**config.mk**
```make
export PLATFORM = sky130hd
export DESIGN_NAME = fp_compare_arbiter
export DESIGN_NICKNAME = d
export VERILOG_FILES = /design/src/rtl/fp_cmp_pkg.sv /design/src/rtl/fp_compare_core.sv /design/src/rtl/fp_compare_arbiter.sv
export SDC_FILE = /design/constraint.sdc
export NUM_CORES = 1
export LEC_CHECK = 0
export CORE_MARGIN = 5
export CORE_UTILIZATION = 25
export CTS_BUF_LIST = sky130_fd_sc_hd__clkbuf_8 sky130_fd_sc_hd__clkbuf_16
export CTS_CLUSTER_SIZE = 28
export DETAILED_ROUTE_END_ITERATION = 8
export DONT_BUFFER_PORTS = 1
export PLACE_DENSITY = 0.44
export SLEW_MARGIN = 10
export SYNTH_ARGS = -nofsm -noshare
export SYNTH_HDL_FRONTEND = slang
export SYNTH_SLANG_ARGS = --single-unit
```
**constraint.sdc**
```tcl
create_clock -name aclk -period 4.8 [get_ports aclk]
set_input_delay 1.44 -clock aclk [delete_from_list [all_inputs] [get_ports aclk]]
set_output_delay 1.44 -clock aclk [all_outputs]
set_load 0.01 [all_outputs]
```
**src/rtl/fp_cmp_pkg.sv**
```systemverilog
// Shared types and constants for the
// shared floating-point compare service.
package fp_cmp_pkg;

  typedef enum logic [2:0] {
    CMP_EQ = 3'd0,
    CMP_NE = 3'd1,
    CMP_LT = 3'd2,
    CMP_LE = 3'd3,
    CMP_GT = 3'd4,
    CMP_GE = 3'd5
  } cmp_op_t;

  localparam logic [31:0] FP_TRUE  = 32'h1;
  localparam logic [31:0] FP_FALSE = 32'h0;

  localparam int ID_W = 3;

  typedef struct packed {
    logic [ID_W-1:0] id;
    logic [31:0]     result;
    logic            err;
  } cmp_rsp_t;

endpackage

```
**src/rtl/fp_compare_core.sv**
```systemverilog
// Pipelined IEEE-754 single-precision
// comparator with CMP_LAT stages.
module fp_compare_core
  import fp_cmp_pkg::*;
#(
  parameter int CMP_LAT = 2
) (
  input  logic            aclk,
  input  logic            areset,
  input  logic [2:0]      op_i,
  input  logic [31:0]     a_i,
  input  logic [31:0]     b_i,
  input  logic            valid_i,
  input  logic [ID_W-1:0] id_i,
  output logic            valid_o,
  output logic [ID_W-1:0] id_o,
  output logic [31:0]     result_o,
  output logic            err_o
);

  logic nan, zero, eq, lt_raw, lt, gt;
  logic true_v, err_v;
  cmp_rsp_t rsp_d;

  cmp_rsp_t pipe_q [CMP_LAT];
  logic [CMP_LAT-1:0] vld_q;

  always_comb begin
    nan = (&a_i[30:23] && |a_i[22:0]) ||
          (&b_i[30:23] && |b_i[22:0]);
    zero = ~|a_i[30:0] && ~|b_i[30:0];
    eq = !nan && ((a_i == b_i) || zero);
    // sign-magnitude ordering, reversed
    // when both operands are negative
    if (a_i[31] != b_i[31])
      lt_raw = a_i[31] && !zero;
    else if (!a_i[31])
      lt_raw = a_i[30:0] < b_i[30:0];
    else
      lt_raw = a_i[30:0] > b_i[30:0];
    lt = !nan && lt_raw;
    gt = !nan && !eq && !lt;
    true_v = 1'b0;
    err_v  = 1'b0;
    case (op_i)
      CMP_EQ:  true_v = eq;
      CMP_NE:  true_v = !eq;
      CMP_LT:  true_v = lt;
      CMP_LE:  true_v = lt || eq;
      CMP_GT:  true_v = gt;
      CMP_GE:  true_v = gt || eq;
      default: err_v  = 1'b1;
    endcase
    rsp_d.id     = id_i;
    rsp_d.result = true_v ? FP_TRUE : FP_FALSE;
    rsp_d.err    = err_v;
  end

  always_ff @(posedge aclk or posedge areset) begin
    if (areset) begin
      vld_q <= '0;
      for (int i = 0; i < CMP_LAT; i++)
        pipe_q[i] <= '0;
    end else begin
      vld_q[0]  <= valid_i;
      pipe_q[0] <= rsp_d;
      for (int i = 1; i < CMP_LAT; i++) begin
        vld_q[i]  <= vld_q[i-1];
        pipe_q[i] <= pipe_q[i-1];
      end
    end
  end

  assign valid_o  = vld_q[CMP_LAT-1];
  assign id_o     = pipe_q[CMP_LAT-1].id;
  assign result_o = pipe_q[CMP_LAT-1].result;
  assign err_o    = pipe_q[CMP_LAT-1].err;

endmodule

```
**src/rtl/fp_compare_arbiter.sv**
```systemverilog
// Round-robin front end sharing one comparator;
// credits guarantee a slot in the response FIFO.
module fp_compare_arbiter
  import fp_cmp_pkg::*;
#(
  parameter int NUM_REQ    = 4,
  parameter int CMP_LAT    = 2,
  parameter int FIFO_DEPTH = CMP_LAT + 2
) (
  input  logic                       aclk,
  input  logic                       areset,
  input  logic [NUM_REQ-1:0]         req_valid,
  output logic [NUM_REQ-1:0]         req_ready,
  input  logic [NUM_REQ*3-1:0]       req_op,
  input  logic [NUM_REQ*32-1:0]      req_a,
  input  logic [NUM_REQ*32-1:0]      req_b,
  output logic                       rsp_valid,
  input  logic                       rsp_ready,
  output logic [$clog2(NUM_REQ)-1:0] rsp_id,
  output logic [31:0]                rsp_result,
  output logic                       rsp_err
);

  localparam int IDW = $clog2(NUM_REQ);
  localparam int PW  = $clog2(FIFO_DEPTH);
  localparam int CW  = $clog2(FIFO_DEPTH + 1);

  logic [IDW-1:0] last_q, gnt_id;
  logic           found, en_q;
  logic           issue, push, pop;
  logic [CW-1:0]  credit_q, count_q;
  logic [PW-1:0]  wr_q, rd_q;
  cmp_rsp_t       mem_q [FIFO_DEPTH];
  cmp_rsp_t       core_rsp, head;

  always_comb begin
    found  = 1'b0;
    gnt_id = last_q;
    for (int k = 1; k <= NUM_REQ; k++) begin
      if (!found &&
          req_valid[(int'(last_q) + k) % NUM_REQ]) begin
        found  = 1'b1;
        gnt_id = IDW'((int'(last_q) + k) % NUM_REQ);
      end
    end
    req_ready = '0;
    if (found && en_q && credit_q != '0)
      req_ready[gnt_id] = 1'b1;
  end

  assign issue = |req_ready;

  fp_compare_core #(
    .CMP_LAT (CMP_LAT)
  ) u_core (
    .aclk     (aclk),
    .areset   (areset),
    .op_i     (req_op[int'(gnt_id)*3 +: 3]),
    .a_i      (req_a[int'(gnt_id)*32 +: 32]),
    .b_i      (req_b[int'(gnt_id)*32 +: 32]),
    .valid_i  (issue),
    .id_i     (ID_W'(gnt_id)),
    .valid_o  (push),
    .id_o     (core_rsp.id),
    .result_o (core_rsp.result),
    .err_o    (core_rsp.err)
  );

  assign rsp_valid = count_q != '0;
  assign pop       = rsp_valid && rsp_ready;
  assign head      = mem_q[rd_q];

  assign rsp_id     = rsp_valid ? head.id[IDW-1:0] : '0;
  assign rsp_result = rsp_valid ? head.result : FP_FALSE;
  assign rsp_err    = rsp_valid && head.err;

  always_ff @(posedge aclk) begin
    if (push)
      mem_q[wr_q] <= core_rsp;
  end

  always_ff @(posedge aclk or posedge areset) begin
    if (areset) begin
      en_q     <= 1'b0;
      last_q   <= IDW'(NUM_REQ - 1);
      credit_q <= CW'(FIFO_DEPTH);
      count_q  <= '0;
      wr_q     <= '0;
      rd_q     <= '0;
    end else begin
      en_q <= 1'b1;
      if (issue)
        last_q <= gnt_id;
      unique case ({issue, pop})
        2'b10:   credit_q <= credit_q - CW'(1);
        2'b01:   credit_q <= credit_q + CW'(1);
        default: credit_q <= credit_q;
      endcase
      unique case ({push, pop})
        2'b10:   count_q <= count_q + CW'(1);
        2'b01:   count_q <= count_q - CW'(1);
        default: count_q <= count_q;
      endcase
      if (push)
        wr_q <= (wr_q == PW'(FIFO_DEPTH - 1)) ?
                '0 : wr_q + PW'(1);
      if (pop)
        rd_q <= (rd_q == PW'(FIFO_DEPTH - 1)) ?
                '0 : rd_q + PW'(1);
    end
  end

endmodule

```
Yosys cells after proc, flatten, opt, wreduce, memory -nomap -nowiden. Memory sizes are Yosys's and may differ from the RTL's. Cells that the tools add are included.

Shift operators: 3. Reduce and logical (&&, ||, !) cells: 46. Bitwise logic cells: 4. Equal/unequal tests: 13. Muxes and demuxes: 36. Add/subtract/negate cells: 10. $mul: 1. Order comparisons: 8.

Operators with widths (count): variable part select 128 x 8 -> 32 bit (2); OR reduction 31 bit (2); OR reduction 23 bit (2); equality test 32 bit (1); 2-to-1 mux 32 bit (1); greater-than comparator 31 bit (1); < comparator 31 bit (1); 2-to-1 mux 1 bit (19); logical AND 1 bit (16); < comparator 3 x 4 -> 1 bit, second input constant (4); AND reduction 8 bit (2); 2-to-1 mux 2 bit (7); case mux 3 bit (2 select lines) (2); variable part select 12 x 5 -> 3 bit (1); logical NOT 1 bit (9); adder 2 x 1 -> 2 bit, second input constant (4); binary-select mux 1 bit (select 2 bit) (4); equality test 2 bit, second input constant (4); OR reduction 2 bit (4); adder 3 x 1 -> 3 bit, second input constant (2); equality test 3 x 2 -> 1 bit, second input constant (2); equality test 3 bit, second input constant (2); case mux 1 bit (6 select lines) (1); nonzero test 3 bit (2); other kinds (16) (26).

Memory bits (writable): 140. Bits of input ports: 275. Output and inout bits: 40. Memories: 1. Bits in registers: 85.

Memories: mem_q (depth 4, bits a word 35, read ports 1, clocked after memory_dff 0, write ports 1, line fp_compare_arbiter.sv:33) `cmp_rsp_t mem_q [FIFO_DEPTH];`.

Longest topological paths before layout.
Word-level depth: 29. Gate-level depth with buffers: 21. Depth with buffers taken out: 18.

By module. Synthesis repeated with hierarchy kept, for this count alone.

Cell total of the unflattened synthesis: 1100. Area total of the unflattened synthesis: 11836.4 um^2.

By module, submodules not included: fp_compare_arbiter (cells each 875, area each 10047.1 um^2, instances 1); fp_compare_core (cells each 225, area each 1789.2 um^2, instances 1).

Worst setup path before layout. No wires, ideal clock.

Path kind: input port to flip-flop. Start: input req_valid[3]. End: register u_core.pipe_q[37] in the netlist's numbering. Data required time: 4.677 ns. Stages: 20. Setup slack: -0.095 ns. Path buffers: 3. Arrival time: 4.772 ns. Cell sequence: nor2b_1 -> o21ai_0 -> and3_1 -> buf_6 -> buf_6 -> buf_2 -> mux4_2 -> inv_1 -> ha_1 -> a21o_1 -> a21o_1 -> a21oi_1 -> o21ai_0 -> nor2_1 -> a31o_1 -> o221ai_1 -> mux2_1 -> o21ai_1 -> o41a_1 -> nand2_1.

Longest elaborated chain between the ends: 26. Elaborated cells between the ends (all ways): 67.

RTL lines: start: declaration (line fp_compare_arbiter.sv:12) `input logic [NUM_REQ-1:0] req_valid,`; binary-select mux 1 bit (select 2 bit) (line fp_compare_arbiter.sv:41) `req_valid[(int'(last_q) + k) % NUM_REQ]) begin`; 2-to-1 mux 1 bit (implied by the code) (2 in series) (line fp_compare_arbiter.sv:41); 2-to-1 mux 1 bit (line fp_compare_arbiter.sv:40) `if (!found &&`; logical NOT 1 bit (line fp_compare_arbiter.sv:40); logical AND 1 bit (line fp_compare_arbiter.sv:40); 2-to-1 mux 1 bit (line fp_compare_arbiter.sv:40); logical NOT 1 bit (line fp_compare_arbiter.sv:40); logical AND 1 bit (line fp_compare_arbiter.sv:40); 2-to-1 mux 1 bit (line fp_compare_arbiter.sv:40); logical NOT 1 bit (line fp_compare_arbiter.sv:40); logical AND 1 bit (line fp_compare_arbiter.sv:40); 2-to-1 mux 2 bit (*) (line fp_compare_arbiter.sv:40); parallel branches: the longest is 11 deep, another holds < comparator 31 bit; case mux 1 bit (6 select lines) (*) (line fp_compare_core.sv:45) `case (op_i)`; named net u_core.true_v (line fp_compare_core.sv:22) `logic true_v, err_v;`; 2-to-1 mux 1 bit (*) (line fp_compare_core.sv:55) `rsp_d.result = true_v ? FP_TRUE : FP_FALSE;`; end signal: indexed assignment (line fp_compare_core.sv:69) `pipe_q[i] <= pipe_q[i-1];`; end: declaration (line fp_compare_core.sv:25) `cmp_rsp_t pipe_q [CMP_LAT];`.

Mark *: on every way through the listed nets, which the timed path passes. The select of a mux whose other input is x is not followed. A chain may end at the register's enable or synchronous reset.

Worst setup path in the final report. Ends and elaborated chain as after synthesis.

==> metrics.cfg <==
[status]
status=complete, no violations

[critical_path]
path_delay_family=compound AO/OA/AOI/OAI gates
crit_required_ns=4.96
cp-end-kind=flip-flop
worst_path_max_delay_cell=mux4_2
path_cells=nor2b_1 > o21ai_0 > and3_4 > buf_4 > clkbuf_16 > mux4_2 > ha_1 > a21o_1 > a21o_1 > a21oi_1 > nand2_1 > a21oi_1 > a31o_1 > o221ai_2 > mux2_1 > o21ai_2 > o41a_1 > nand2_1
cp_num_buf_inv=2
crit_arrival_ns=4.76
startpoint_type=input port
cp_max_fo=10
crit_type=in2reg
crit_path_max_incr_delay_ns=0.52

[clock_network]
cts_max_level=2
clock_path_buffers=2
cts_buffers=5
cts_root_buf=clkbuf_16
insertion_delay_ns=0.28
clkTransAtPathRegs_ns=0.06
clock_sinks=39
cts_tree=built

[finish]
fin_util_pct=29.8
layout_common_cells=mux4_2, buf_4, inv_1
nets=789
drive_gt1_share_pct=32.6
area_delta_synth_final_pct=17.8
stdcell_count=718
num-fill-cells=1923
mostFrequentLayoutCell=mux4_2

[grt]
grt_overflow_total=0
antenna_found_initial=11
grt_pass1_wl_mm=23.1
grt_pass1_vias=3990
grt_max_degree=32
grt_util_all_layers_pct=13.8

[sta]
setup_viol=0
tightest_slew_ns=0.861
tns_ns=0
fin_crit_ns=4.60
slew_viol_final=0
hold_viol_final=0
relSlewSlack_pct=42.5
period_share_pct=95.9
rsz0062_at_grt=false
setup_slack_ns=0.197
final.setup_skew_ns=0.00165
max_freq_ghz=0.217

[place]
place_inst=702
gp_congestion=0.777
pre_cts_slack_ns=-0.205
port_buffers=0
post-dp-hpwl_mm=14.5

[power_and_ir_drop]
p_sw_w=0.00168
leakagePower_nw=2.32
p_per_area_mw_per_mm2=727
clkPwrFrac_pct=9.1
combPwrFrac_pct=76.4
p_seq_share_pct=14.5
vdd_drop_max_mv=0.248
power_w=0.00404
netSwitchingFraction_pct=41.6
internal-power_w=0.00236

[detailed_routing]
vias=3639
wl_met3_mm=1.22
dr_wl_met2_mm=9.48
drc=0
drtIter0Drc=100
drtPass1Iterations=4
wl_mm=16.2
routedWlPerCell_um=22.6
highest_layer=met5
postRouteAntennaNets=0
avgViaCountPerCell=5.07
drt-met1-wl_mm=5.24

[job]
drv_cap=0

[yosys]
synth_edf_count=16
ys_ff_latch=39
syn_inst=423
netlist_area_sq_mm=0.00471
yosys.cell_types.count=52
ys_seq_area_share_pct=22.5
async_reset_ff_share_pct=59.0
synth_warnings=0
synthFlopType=dfrtp_1
syn_area_per_cell_sq_um=11.1

[min_path]
hp-class=reg2reg

[die]
io_pins=315
die_area_sq_mm=0.0217
rows=50
die_h_um=147
fp.coreArea_sq_mm=0.0186
die_width_um=147
initial_core_util_pct=25.3

-- path summary, 6_finish.rpt --
kind                            startpoint           endpoint  slack, ns  depth (start not counted)
setup reg to reg                 last_q[0]  u_core.pipe_q[37]       0.87                         18
max in group asynchronous           areset    u_core.vld_q[0]       3.04                          1
hold / removal             u_core.vld_q[0]    u_core.vld_q[1]       0.35                          0
hold reg to reg            u_core.vld_q[0]    u_core.vld_q[1]       0.35                          0
min in group asynchronous           areset         count_q[1]       1.23                          1
setup / recovery              req_valid[3]  u_core.pipe_q[37]       0.20                         18
-- cells in the mapped netlist (2+ instances only) --
| cell type | count | share of area (%) |
|---|---|---|
| nand2b_1 | 6 | 0.80 |
| buf_6 | 2 | 0.48 |
| nor4_1 | 12 | 1.6 |
| conb_1 | 2 | 0.16 |
| ha_1 | 34 | 9.0 |
| or4_1 | 3 | 0.48 |
| xnor2_1 | 7 | 1.3 |
| nor2b_1 | 5 | 0.66 |
| nand4_1 | 12 | 1.6 |
| fa_1 | 2 | 0.85 |
| and3_1 | 3 | 0.40 |
| nor3_1 | 10 | 1.1 |
| nand2_1 | 25 | 2.0 |
| buf_4 | 32 | 5.1 |
| a31o_1 | 2 | 0.37 |
| mux2_2 | 3 | 0.72 |
| and2_1 | 10 | 1.3 |
| edfxtp_1 | 16 | 10 |
| a21o_1 | 11 | 1.8 |
| inv_1 | 41 | 3.3 |
| o21ai_0 | 8 | 0.85 |
| dfstp_2 | 3 | 1.7 |
| dfrtp_1 | 20 | 11 |
| nand3_1 | 6 | 0.64 |
| clkbuf_1 | 2 | 0.16 |
| nor2_1 | 12 | 0.96 |
| a21oi_1 | 13 | 1.4 |
| a211oi_1 | 4 | 0.64 |
| mux2i_1 | 7 | 1.5 |
| xor2_1 | 7 | 1.3 |
| or3_1 | 3 | 0.40 |
| mux4_2 | 67 | 32 |
| buf_2 | 14 | 1.5 |
-- area by class of cell --
cell class	instances	area [sq um]	share of cell area [%]
inverter	43	164	2.95
sequential	39	1060	19.1
antenna	5	12.5	0.225
timing repair buffer	68	573	10.3
tap	234	293	5.27
multi-input combinational	321	3280	59.1
clock inverter	3	43.8	0.788
clock buffer	5	125	2.25
-- per-layer routing --
| metal | vias up | global-route usage (%) |
|---|---|---|
| li1 | 1676 | - |
| met1 | 1774 | 13.3 |
| met2 | 157 | 28.0 |
| met3 | 22 | 4.44 |
| met4 | 10 | 3.36 |
| met5 | - | 0 |
-- power by group through the flow --
stage	Clock [W]	Sequential [W]	Combinational [W]
floorplan	0	0.000560	0.00211
global placement	0	0.000589	0.00300
detailed placement	0	0.000593	0.00305
CTS	0.000379	0.000588	0.00307
global route	0.000394	0.000606	0.00341
finish	0.000367	0.000585	0.00309
-- what timing repair did --
item,CTS,global route
buffers inserted,0,2
endpoints found under the setup margin,0,1
resized for setup,0,6
hold buffers,0,0
-- logic make-up after synthesis --
kind of cell / after synthesis / synth area share [%]
multiplexers: 78 / 34.5
buffers and inverters: 93 / 10.7
adder cells (fa/ha/maj): 37 / 10.1
AO/OA/AOI/OAI: 46 / 6.37
AND/OR/NAND/NOR: 114 / 13.1
other: 2 / 0.159
flip-flops: 39 / 22.5
XOR/XNOR: 14 / 2.60
-- sequential cells by signal, summed over array words and instances (netlist names) --
signal	flops
credit_q	3
u_core.id_o	2
u_core.result_o	1
last_q	2
u_core.err_o	1
u_core.pipe_q	4
wr_q	2
en_q	1
count_q	3
mem_q	16
rd_q	2
u_core.vld_q	2
-- stage by stage --
| stage | cell area (sq um) | hold WS [ns] |
|---|---|---|
| finish | 5550 | 0.345 |
| detailed placement | 5310 | 0.336 |
| floorplan | 4840 | 0.331 |
| global route | 5550 | 0.355 |
| global placement | 5310 | 0.333 |
| CTS | 5480 | 0.349 |
Power figures use the tool's default switching activity.
